--- src/rtl/rx_ack_decision_if.sv ---
// Parser-side header fields and TX-side ACK request signals for rx_ack_decision.
// master = parser/TX environment, slave = the ACK decision block.
interface rx_ack_decision_if;
  logic [47:0] self_mac;
  logic [31:0] FC_DI;
  logic        FC_DI_valid;
  logic [47:0] rx_addr;
  logic        rx_addr_valid;
  logic [47:0] tx_addr;
  logic        tx_addr_valid;
  logic [15:0] SC;
  logic        SC_valid;
  logic [1:0]  qos_ack_policy;
  logic        qos_ack_policy_valid;
  logic        fcs_valid;
  logic        fcs_ok;
  logic [15:0] sifs_cycles;
  logic        ack_grant;
  logic        ack_req;
  logic [47:0] ack_ra;
  logic [15:0] ack_duration;
  logic        ack_drop;
  logic        rx_dup;
  logic        rx_for_me;

  modport master (
    output self_mac, FC_DI, FC_DI_valid, rx_addr, rx_addr_valid, tx_addr, tx_addr_valid,
           SC, SC_valid, qos_ack_policy, qos_ack_policy_valid, fcs_valid, fcs_ok,
           sifs_cycles, ack_grant,
    input  ack_req, ack_ra, ack_duration, ack_drop, rx_dup, rx_for_me
  );

  modport slave (
    input  self_mac, FC_DI, FC_DI_valid, rx_addr, rx_addr_valid, tx_addr, tx_addr_valid,
           SC, SC_valid, qos_ack_policy, qos_ack_policy_valid, fcs_valid, fcs_ok,
           sifs_cycles, ack_grant,
    output ack_req, ack_ra, ack_duration, ack_drop, rx_dup, rx_for_me
  );
endinterface

--- src/rtl/rx_ack_decision.sv ---
// Collects a received MAC header, decides whether an ACK is owed, waits SIFS
// and then holds an ACK request toward the TX side until it is granted.
module rx_ack_decision #(
  parameter int unsigned ACK_DUR_SUB = 44
) (
  input  logic             clk,
  input  logic             rstn,
  rx_ack_decision_if.slave bus
);

  typedef enum logic [2:0] {IDLE, HDR, DECIDE, SIFS, REQ} state_t;

  state_t      r_state;
  logic [1:0]  r_fc_type;
  logic        r_fc_retry;
  logic [15:0] r_di;
  logic [47:0] r_ra;
  logic [47:0] r_ta;
  logic [11:0] r_seq;
  logic [1:0]  r_qos;
  logic        r_rx_seen;
  logic        r_tx_seen;
  logic        r_sc_seen;
  logic        r_qos_seen;
  logic        r_fcs_ok;
  logic        r_last_valid;
  logic [47:0] r_last_ta;
  logic [11:0] r_last_seq;
  logic [15:0] r_cnt;
  logic        r_fc_valid_d;
  logic        r_ack_req;
  logic [47:0] r_ack_ra;
  logic [15:0] r_ack_duration;
  logic        r_ack_drop;
  logic        r_rx_dup;
  logic        r_rx_for_me;

  logic        w_fc_rise;
  logic        w_start_hdr;
  logic        w_for_me;
  logic        w_type_ok;
  logic        w_need_ack;
  logic        w_dup;
  logic [16:0] w_di_diff;
  logic [15:0] w_ack_dur;
  logic [15:0] w_sifs_last;

  assign w_fc_rise   = bus.FC_DI_valid & ~r_fc_valid_d;
  assign w_for_me    = r_fcs_ok & (r_ra == bus.self_mac) & ~r_ra[0];
  assign w_type_ok   = (r_fc_type == 2'b00) | (r_fc_type == 2'b10);
  assign w_need_ack  = w_for_me & r_rx_seen & r_tx_seen & w_type_ok &
                       ~(r_qos_seen & (r_qos != 2'b00));
  assign w_dup       = w_for_me & r_fc_retry & r_sc_seen & r_last_valid &
                       (r_ta == r_last_ta) & (r_seq == r_last_seq);
  // Borrow out of bit 16 means DI < ACK_DUR_SUB; DI[15] marks an AID, not a duration.
  assign w_di_diff   = {1'b0, r_di} - 17'(ACK_DUR_SUB);
  assign w_ack_dur   = (r_di[15] | w_di_diff[16]) ? 16'd0 : w_di_diff[15:0];
  assign w_sifs_last = (bus.sifs_cycles == 16'd0) ? 16'd0 : bus.sifs_cycles - 16'd1;

  always_comb begin
    w_start_hdr = 1'b0;
    case (r_state)
      IDLE:      w_start_hdr = bus.FC_DI_valid;
      SIFS, REQ: w_start_hdr = w_fc_rise;
      default:   w_start_hdr = 1'b0;
    endcase
  end

  always_ff @(posedge clk) begin
    if (!rstn) begin
      r_state        <= IDLE;
      r_fc_type      <= 2'b00;
      r_fc_retry     <= 1'b0;
      r_di           <= 16'd0;
      r_ra           <= 48'd0;
      r_ta           <= 48'd0;
      r_seq          <= 12'd0;
      r_qos          <= 2'b00;
      r_rx_seen      <= 1'b0;
      r_tx_seen      <= 1'b0;
      r_sc_seen      <= 1'b0;
      r_qos_seen     <= 1'b0;
      r_fcs_ok       <= 1'b0;
      r_last_valid   <= 1'b0;
      r_last_ta      <= 48'd0;
      r_last_seq     <= 12'd0;
      r_cnt          <= 16'd0;
      r_fc_valid_d   <= 1'b0;
      r_ack_req      <= 1'b0;
      r_ack_ra       <= 48'd0;
      r_ack_duration <= 16'd0;
      r_ack_drop     <= 1'b0;
      r_rx_dup       <= 1'b0;
      r_rx_for_me    <= 1'b0;
    end else begin
      r_fc_valid_d <= bus.FC_DI_valid;
      r_ack_drop   <= 1'b0;
      r_rx_dup     <= 1'b0;
      r_rx_for_me  <= 1'b0;
      if (w_start_hdr) begin
        r_fc_type  <= bus.FC_DI[3:2];
        r_fc_retry <= bus.FC_DI[11];
        r_di       <= bus.FC_DI[31:16];
        r_rx_seen  <= 1'b0;
        r_tx_seen  <= 1'b0;
        r_sc_seen  <= 1'b0;
        r_qos_seen <= 1'b0;
        r_ack_req  <= 1'b0;
        // A grant arriving with the new header means the ACK went out; no drop.
        r_ack_drop <= (r_state == SIFS) | ((r_state == REQ) & ~bus.ack_grant);
        r_state    <= HDR;
      end else begin
        case (r_state)
          HDR: begin
            if (bus.rx_addr_valid) begin
              r_ra      <= bus.rx_addr;
              r_rx_seen <= 1'b1;
            end
            if (bus.tx_addr_valid) begin
              r_ta      <= bus.tx_addr;
              r_tx_seen <= 1'b1;
            end
            if (bus.SC_valid) begin
              r_seq     <= bus.SC[15:4];
              r_sc_seen <= 1'b1;
            end
            if (bus.qos_ack_policy_valid) begin
              r_qos      <= bus.qos_ack_policy;
              r_qos_seen <= 1'b1;
            end
            if (bus.fcs_valid) begin
              r_fcs_ok <= bus.fcs_ok;
              r_state  <= DECIDE;
            end else if (bus.FC_DI_valid) begin
              r_fc_type  <= bus.FC_DI[3:2];
              r_fc_retry <= bus.FC_DI[11];
              r_di       <= bus.FC_DI[31:16];
            end
          end
          DECIDE: begin
            r_ack_ra       <= r_ta;
            r_ack_duration <= w_ack_dur;
            r_rx_for_me    <= w_for_me;
            r_rx_dup       <= w_dup;
            if (w_for_me & r_sc_seen) begin
              r_last_valid <= 1'b1;
              r_last_ta    <= r_ta;
              r_last_seq   <= r_seq;
            end
            r_cnt   <= 16'd0;
            r_state <= w_need_ack ? SIFS : IDLE;
          end
          SIFS: begin
            if (r_cnt >= w_sifs_last) begin
              r_ack_req <= 1'b1;
              r_state   <= REQ;
            end else begin
              r_cnt <= r_cnt + 16'd1;
            end
          end
          REQ: begin
            if (bus.ack_grant) begin
              r_ack_req <= 1'b0;
              r_state   <= IDLE;
            end
          end
          default: r_state <= IDLE;
        endcase
      end
    end
  end

  assign bus.ack_req      = r_ack_req;
  assign bus.ack_ra       = r_ack_ra;
  assign bus.ack_duration = r_ack_duration;
  assign bus.ack_drop     = r_ack_drop;
  assign bus.rx_dup       = r_rx_dup;
  assign bus.rx_for_me    = r_rx_for_me;

endmodule

--- src/flat_wrapper.sv ---
// flat-port wrapper written by rule: the top's interface ports become plain ports
module rx_ack_decision_flat 
#(
  parameter int unsigned ACK_DUR_SUB = 44
)
  (clk, rstn, bus_self_mac, bus_FC_DI, bus_FC_DI_valid, bus_rx_addr, bus_rx_addr_valid, bus_tx_addr, bus_tx_addr_valid, bus_SC, bus_SC_valid, bus_qos_ack_policy, bus_qos_ack_policy_valid, bus_fcs_valid, bus_fcs_ok, bus_sifs_cycles, bus_ack_grant, bus_ack_req, bus_ack_ra, bus_ack_duration, bus_ack_drop, bus_rx_dup, bus_rx_for_me);
  rx_ack_decision_if bus_i ();
  input  logic clk;
  input  logic rstn;
  input wire logic [$bits(bus_i.self_mac)-1:0] bus_self_mac;
  input wire logic [$bits(bus_i.FC_DI)-1:0] bus_FC_DI;
  input wire logic [$bits(bus_i.FC_DI_valid)-1:0] bus_FC_DI_valid;
  input wire logic [$bits(bus_i.rx_addr)-1:0] bus_rx_addr;
  input wire logic [$bits(bus_i.rx_addr_valid)-1:0] bus_rx_addr_valid;
  input wire logic [$bits(bus_i.tx_addr)-1:0] bus_tx_addr;
  input wire logic [$bits(bus_i.tx_addr_valid)-1:0] bus_tx_addr_valid;
  input wire logic [$bits(bus_i.SC)-1:0] bus_SC;
  input wire logic [$bits(bus_i.SC_valid)-1:0] bus_SC_valid;
  input wire logic [$bits(bus_i.qos_ack_policy)-1:0] bus_qos_ack_policy;
  input wire logic [$bits(bus_i.qos_ack_policy_valid)-1:0] bus_qos_ack_policy_valid;
  input wire logic [$bits(bus_i.fcs_valid)-1:0] bus_fcs_valid;
  input wire logic [$bits(bus_i.fcs_ok)-1:0] bus_fcs_ok;
  input wire logic [$bits(bus_i.sifs_cycles)-1:0] bus_sifs_cycles;
  input wire logic [$bits(bus_i.ack_grant)-1:0] bus_ack_grant;
  output wire logic [$bits(bus_i.ack_req)-1:0] bus_ack_req;
  output wire logic [$bits(bus_i.ack_ra)-1:0] bus_ack_ra;
  output wire logic [$bits(bus_i.ack_duration)-1:0] bus_ack_duration;
  output wire logic [$bits(bus_i.ack_drop)-1:0] bus_ack_drop;
  output wire logic [$bits(bus_i.rx_dup)-1:0] bus_rx_dup;
  output wire logic [$bits(bus_i.rx_for_me)-1:0] bus_rx_for_me;
  assign bus_i.self_mac = bus_self_mac;
  assign bus_i.FC_DI = bus_FC_DI;
  assign bus_i.FC_DI_valid = bus_FC_DI_valid;
  assign bus_i.rx_addr = bus_rx_addr;
  assign bus_i.rx_addr_valid = bus_rx_addr_valid;
  assign bus_i.tx_addr = bus_tx_addr;
  assign bus_i.tx_addr_valid = bus_tx_addr_valid;
  assign bus_i.SC = bus_SC;
  assign bus_i.SC_valid = bus_SC_valid;
  assign bus_i.qos_ack_policy = bus_qos_ack_policy;
  assign bus_i.qos_ack_policy_valid = bus_qos_ack_policy_valid;
  assign bus_i.fcs_valid = bus_fcs_valid;
  assign bus_i.fcs_ok = bus_fcs_ok;
  assign bus_i.sifs_cycles = bus_sifs_cycles;
  assign bus_i.ack_grant = bus_ack_grant;
  assign bus_ack_req = bus_i.ack_req;
  assign bus_ack_ra = bus_i.ack_ra;
  assign bus_ack_duration = bus_i.ack_duration;
  assign bus_ack_drop = bus_i.ack_drop;
  assign bus_rx_dup = bus_i.rx_dup;
  assign bus_rx_for_me = bus_i.rx_for_me;
  rx_ack_decision #(.ACK_DUR_SUB(ACK_DUR_SUB)) u_core (.clk(clk), .rstn(rstn), .bus(bus_i));
endmodule
--- config.mk ---
export PLATFORM = sky130hd
export DESIGN_NAME = rx_ack_decision_flat
export DESIGN_NICKNAME = d
export VERILOG_FILES = /design/src/rtl/rx_ack_decision_if.sv /design/src/rtl/rx_ack_decision.sv /design/src/flat_wrapper.sv
export SDC_FILE = /design/constraint.sdc
export NUM_CORES = 1
export LEC_CHECK = 0
export ABC_CLOCK_PERIOD_IN_PS = 3200
export BUFFER_PORTS_ARGS = -buffer_cell sky130_fd_sc_hd__buf_2
export CAP_MARGIN = 20
export CORE_ASPECT_RATIO = 1.2
export CORE_UTILIZATION = 49
export DETAILED_ROUTE_END_ITERATION = 16
export GPL_ROUTABILITY_DRIVEN = 0
export GPL_TIMING_DRIVEN = 0
export PLACE_DENSITY = 0.76
export SLEW_MARGIN = 10
export SYNTH_ARGS = -nofsm -noshare
export SYNTH_HDL_FRONTEND = slang
export SYNTH_SLANG_ARGS = --single-unit
export TNS_END_PERCENT = 10
--- constraint.sdc ---
create_clock -name clk -period 3.2 [get_ports clk]
set_clock_uncertainty 0.1 [all_clocks]
set_input_delay 0 -clock clk [delete_from_list [all_inputs] [get_ports clk]]
set_output_delay 0 -clock clk [all_outputs]
set_load 0.01 [all_outputs]
==> reports/results.txt <==
The clock sink count is 282. The first TritonRoute pass finished after 6 iterations. The part of the Yosys area used for sequential elements was 0.449.

The horizontal extent of the die is 148 µm, and the synthesized instance count is 1562. The power density over the cells is 483 nW/µm², and the number of buffers created by CTS is 29. For the total count of hold-check failures in the final report, the log shows 0. The run gives 27900 µm as the placed wire-length estimate after detailed placement.

Combined global-route utilization of all metal layers: 0.306. The synthesized design spends more area on one cell type than any other, namely sky130_fd_sc_hd__dfxtp_1. After detailed routing, the number of vias per cell comes to 5.64. The tools report the maximum clock frequency as 332 MHz. The kind of capture point of the worst setup path was a flip-flop. In this run the static leakage power is 6.76 nW.

For this run, design rule violations remaining after detail routing come to 0. The synthesized design contains 282 register bits. The highest fanout seen on the critical path is 10, and the total overflow reported by the global router is 0. Entering global routing, the biggest net connects 15 pins. The net count of the finished layout is 2251. Root buffer cell: sky130_fd_sc_hd__clkbuf_16. The first global-routing pass estimated 64600 µm of wire.

The design draws 8.13 mW. Among all flip-flop cells after synthesis, the most frequent one is sky130_fd_sc_hd__dfxtp_1. The worst hold path belongs to the class in2reg. The post-synthesis to final-layout area growth is 33.9%, and the number of H-tree levels is 1. Across the run, the number of max-cap violations was 0.

During placement, the flow inserted port buffers numbering 269. The fraction of layout cells with a size suffix above 1 came out at 0.172. The longest clock path from root to sink contains 3 buffers.

The final max-slew violation count came out at 0. The time the final worst path needs with I/O delays and setup was 3020 ps. The arrival time of the worst setup path was 3330 ps. A synthesized cell averages 8.05 µm². During synthesis, Yosys emitted a total of 0 warnings.

Effective utilization at floorplan: 0.503. Clock-pin slew was measured on the worst setup and hold paths at 60 ps. By count the netlist is led by 380 x sky130_fd_sc_hd__nand2_1, 282 x sky130_fd_sc_hd__dfxtp_1, 240 x sky130_fd_sc_hd__a21oi_1. Yosys instantiated no cell more often than sky130_fd_sc_hd__nand2_1. The fraction of the core area covered by cells at the end of the flow is 0.674. The mapped netlist covers 12600 µm². 288 I/O pins were placed. The share of Yosys cell area claimed by the top area cell type was 0.449; the peak supply drop was 0.000465 V.

For the synthesized netlist net count, the log shows 1802. For the pin with the worst max-slew slack, the measured transition is 733 ps. The number of global-route vias before repair came out at 12795. The tools report the final routed wirelength across all metal layers as 41200 µm. The setup path with the least slack is of type in2reg.

The async set-or-reset flop fraction in the synthesized netlist was 0. For this block, the via count after detailed routing is 13306. The later pin in the worst-skew pair is clocked with a latency of 550 ps. The number of placement rows came out at 63.

TritonCTS built the clock tree. After floorplanning, the core was sized to cover 25000 µm². STA puts the critical path data required time at 3510 ps. Ranked by total cell area, the synthesized netlist is headed by sky130_fd_sc_hd__dfxtp_1 45%, sky130_fd_sc_hd__nand2_1 11%, sky130_fd_sc_hd__a21oi_1 9.6%. Dividing the detail-routed wire length by the instance count gives 17.5 µm. The flow ran to the end, and the final reports show no timing, DRC or antenna violations. The ratio of final minimum period to clock period works out to 0.942.

The die is 177 µm tall. The run gives 0.511 as the headroom to the max-slew limit. Setup violations remaining at the end of the flow were counted as 0.

The critical path startpoint category is an input port. The first routing iteration left 1058 violations. Counting flops with a built-in enable in the synthesized netlist gives 0. The initial antenna violation count was 4. The die covers 26300 µm².

In this run, distinct cell masters in the synthesized netlist total 50. The count of antenna-violating nets left after detailed routing came out at 0.
kinds of logic (layout without fill, tap and decap cells):
family | Yosys count | after routing | share of synthesized area
simple gates | 594 | 594 | 0.212
xor+xnor | 105 | 105 | 0.0731
mux | 19 | 19 | 0.0151
flops | 282 | 282 | 0.449
other cells | 0 | 4 | 0
buf+inv | 158 | 627 | 0.0529
compound gates | 384 | 384 | 0.178
fa+ha+maj | 20 | 20 | 0.0199
sequential cells by signal (all words and copies together) (netlist names), 2 cells and up:
name and flops:
u_core.r_cnt 16, u_core.r_state 3, u_core.r_last_ta 48, u_core.r_di 16
u_core.r_ta 48, u_core.r_seq 12, u_core.r_ra 48, u_core.bus.ack_duration 16
u_core.bus.ack_ra 48, u_core.r_qos 2, u_core.r_last_seq 12
worst max-delay path, cell delays in order:
cell	delay, ps
sky130_fd_sc_hd__buf_2	130
sky130_fd_sc_hd__or4_1	630
sky130_fd_sc_hd__nor4_4	220
sky130_fd_sc_hd__nand4b_1	200
sky130_fd_sc_hd__clkbuf_2	240
sky130_fd_sc_hd__nand2_1	90
sky130_fd_sc_hd__ha_1	240
sky130_fd_sc_hd__a211oi_1	250
sky130_fd_sc_hd__o21ai_1	180
sky130_fd_sc_hd__a21oi_2	240
sky130_fd_sc_hd__o21ai_4	110
sky130_fd_sc_hd__clkbuf_4	200
sky130_fd_sc_hd__buf_2	190
sky130_fd_sc_hd__o31ai_1	290
sky130_fd_sc_hd__a21oi_1	110
where the power goes:
group	internal [mW]	total [mW]	switching, mW
sequential	3.62	3.73	0.110
clock	1.96	3.37	1.41
combinational	0.452	1.02	0.572
total	6.03	8.13	2.09
final timing paths:
check / startpoint / cells after the start / slack [ps] / end
worst max-delay path: bus_sifs_cycles[9] / 15 / 180 / u_core.r_cnt[12]
worst min-delay path: bus_FC_DI[16] / 4 / 130 / u_core.r_di[0]
worst max register to register: u_core.r_state[0] / 8 / 240 / u_core.r_ta[25]
worst min register to register: u_core.bus.ack_duration[2] / 2 / 350 / u_core.bus.ack_duration[2]
metrics by stage:
step           setup TNS [ps]  cells  hold WS (ps)  area [µm²]  setup slack (ps)
2_1_floorplan               0   1562          11.9       12600              22.4
3_3_place_gp            -8180   2156           132       14300              -647
3_5_place_dp           -10910   2156           139       14300              -797
4_1_cts                     0   2356           111       16800              21.4
5_1_grt                 -4.03   2360           141       16800             -4.03
6_report                    0   2360           131       16800               184
layout by cell type, fill, tap and decap left out, types with 41 or more instances in the layout:
cell	netlist	layout
sky130_fd_sc_hd__dfxtp_1	282	282
sky130_fd_sc_hd__clkbuf_1	89	93
sky130_fd_sc_hd__nor2_1	42	42
sky130_fd_sc_hd__buf_2	16	284
sky130_fd_sc_hd__a21oi_1	240	239
sky130_fd_sc_hd__nand4_1	74	74
sky130_fd_sc_hd__nand2_1	380	380
sky130_fd_sc_hd__inv_1	41	41
sky130_fd_sc_hd__o31ai_1	67	67
sky130_fd_sc_hd__xor2_1	68	68
sky130_fd_sc_hd__dlygate4sd3_1	0	148
metal layers:
metal | wire, µm | share of wire | global-route usage | vias to the layer above
met5 | 0 | 0 | 0 | -
met4 | 1890 | 0.046 | 0.151 | 0
met3 | 2990 | 0.073 | 0.0434 | 151
met2 | 20000 | 0.48 | 0.526 | 619
met1 | 16400 | 0.40 | 0.374 | 6199
li1 | - | - | - | 6337
cell type report:
cell class,instances,area (µm²)
fillers,1987,8160
multi-input cells,1122,6320
flip-flops and latches,282,5650
repair buffers,418,2840
clock buffers,40,827
plain buffers,114,504
well taps,325,407
inverters,44,165
clock inverters,11,115
diodes,4,10.0
repair_timing:
action / CTS / global route
resized for setup: 2 / 12
buffers inserted: 1 / 0
hold buffers: 148 / 0
pin swaps: 1 / 0
endpoints found under the setup margin: 11 / 40
hold endpoints to repair: 151 / 0
Power figures use the tool's default switching activity.
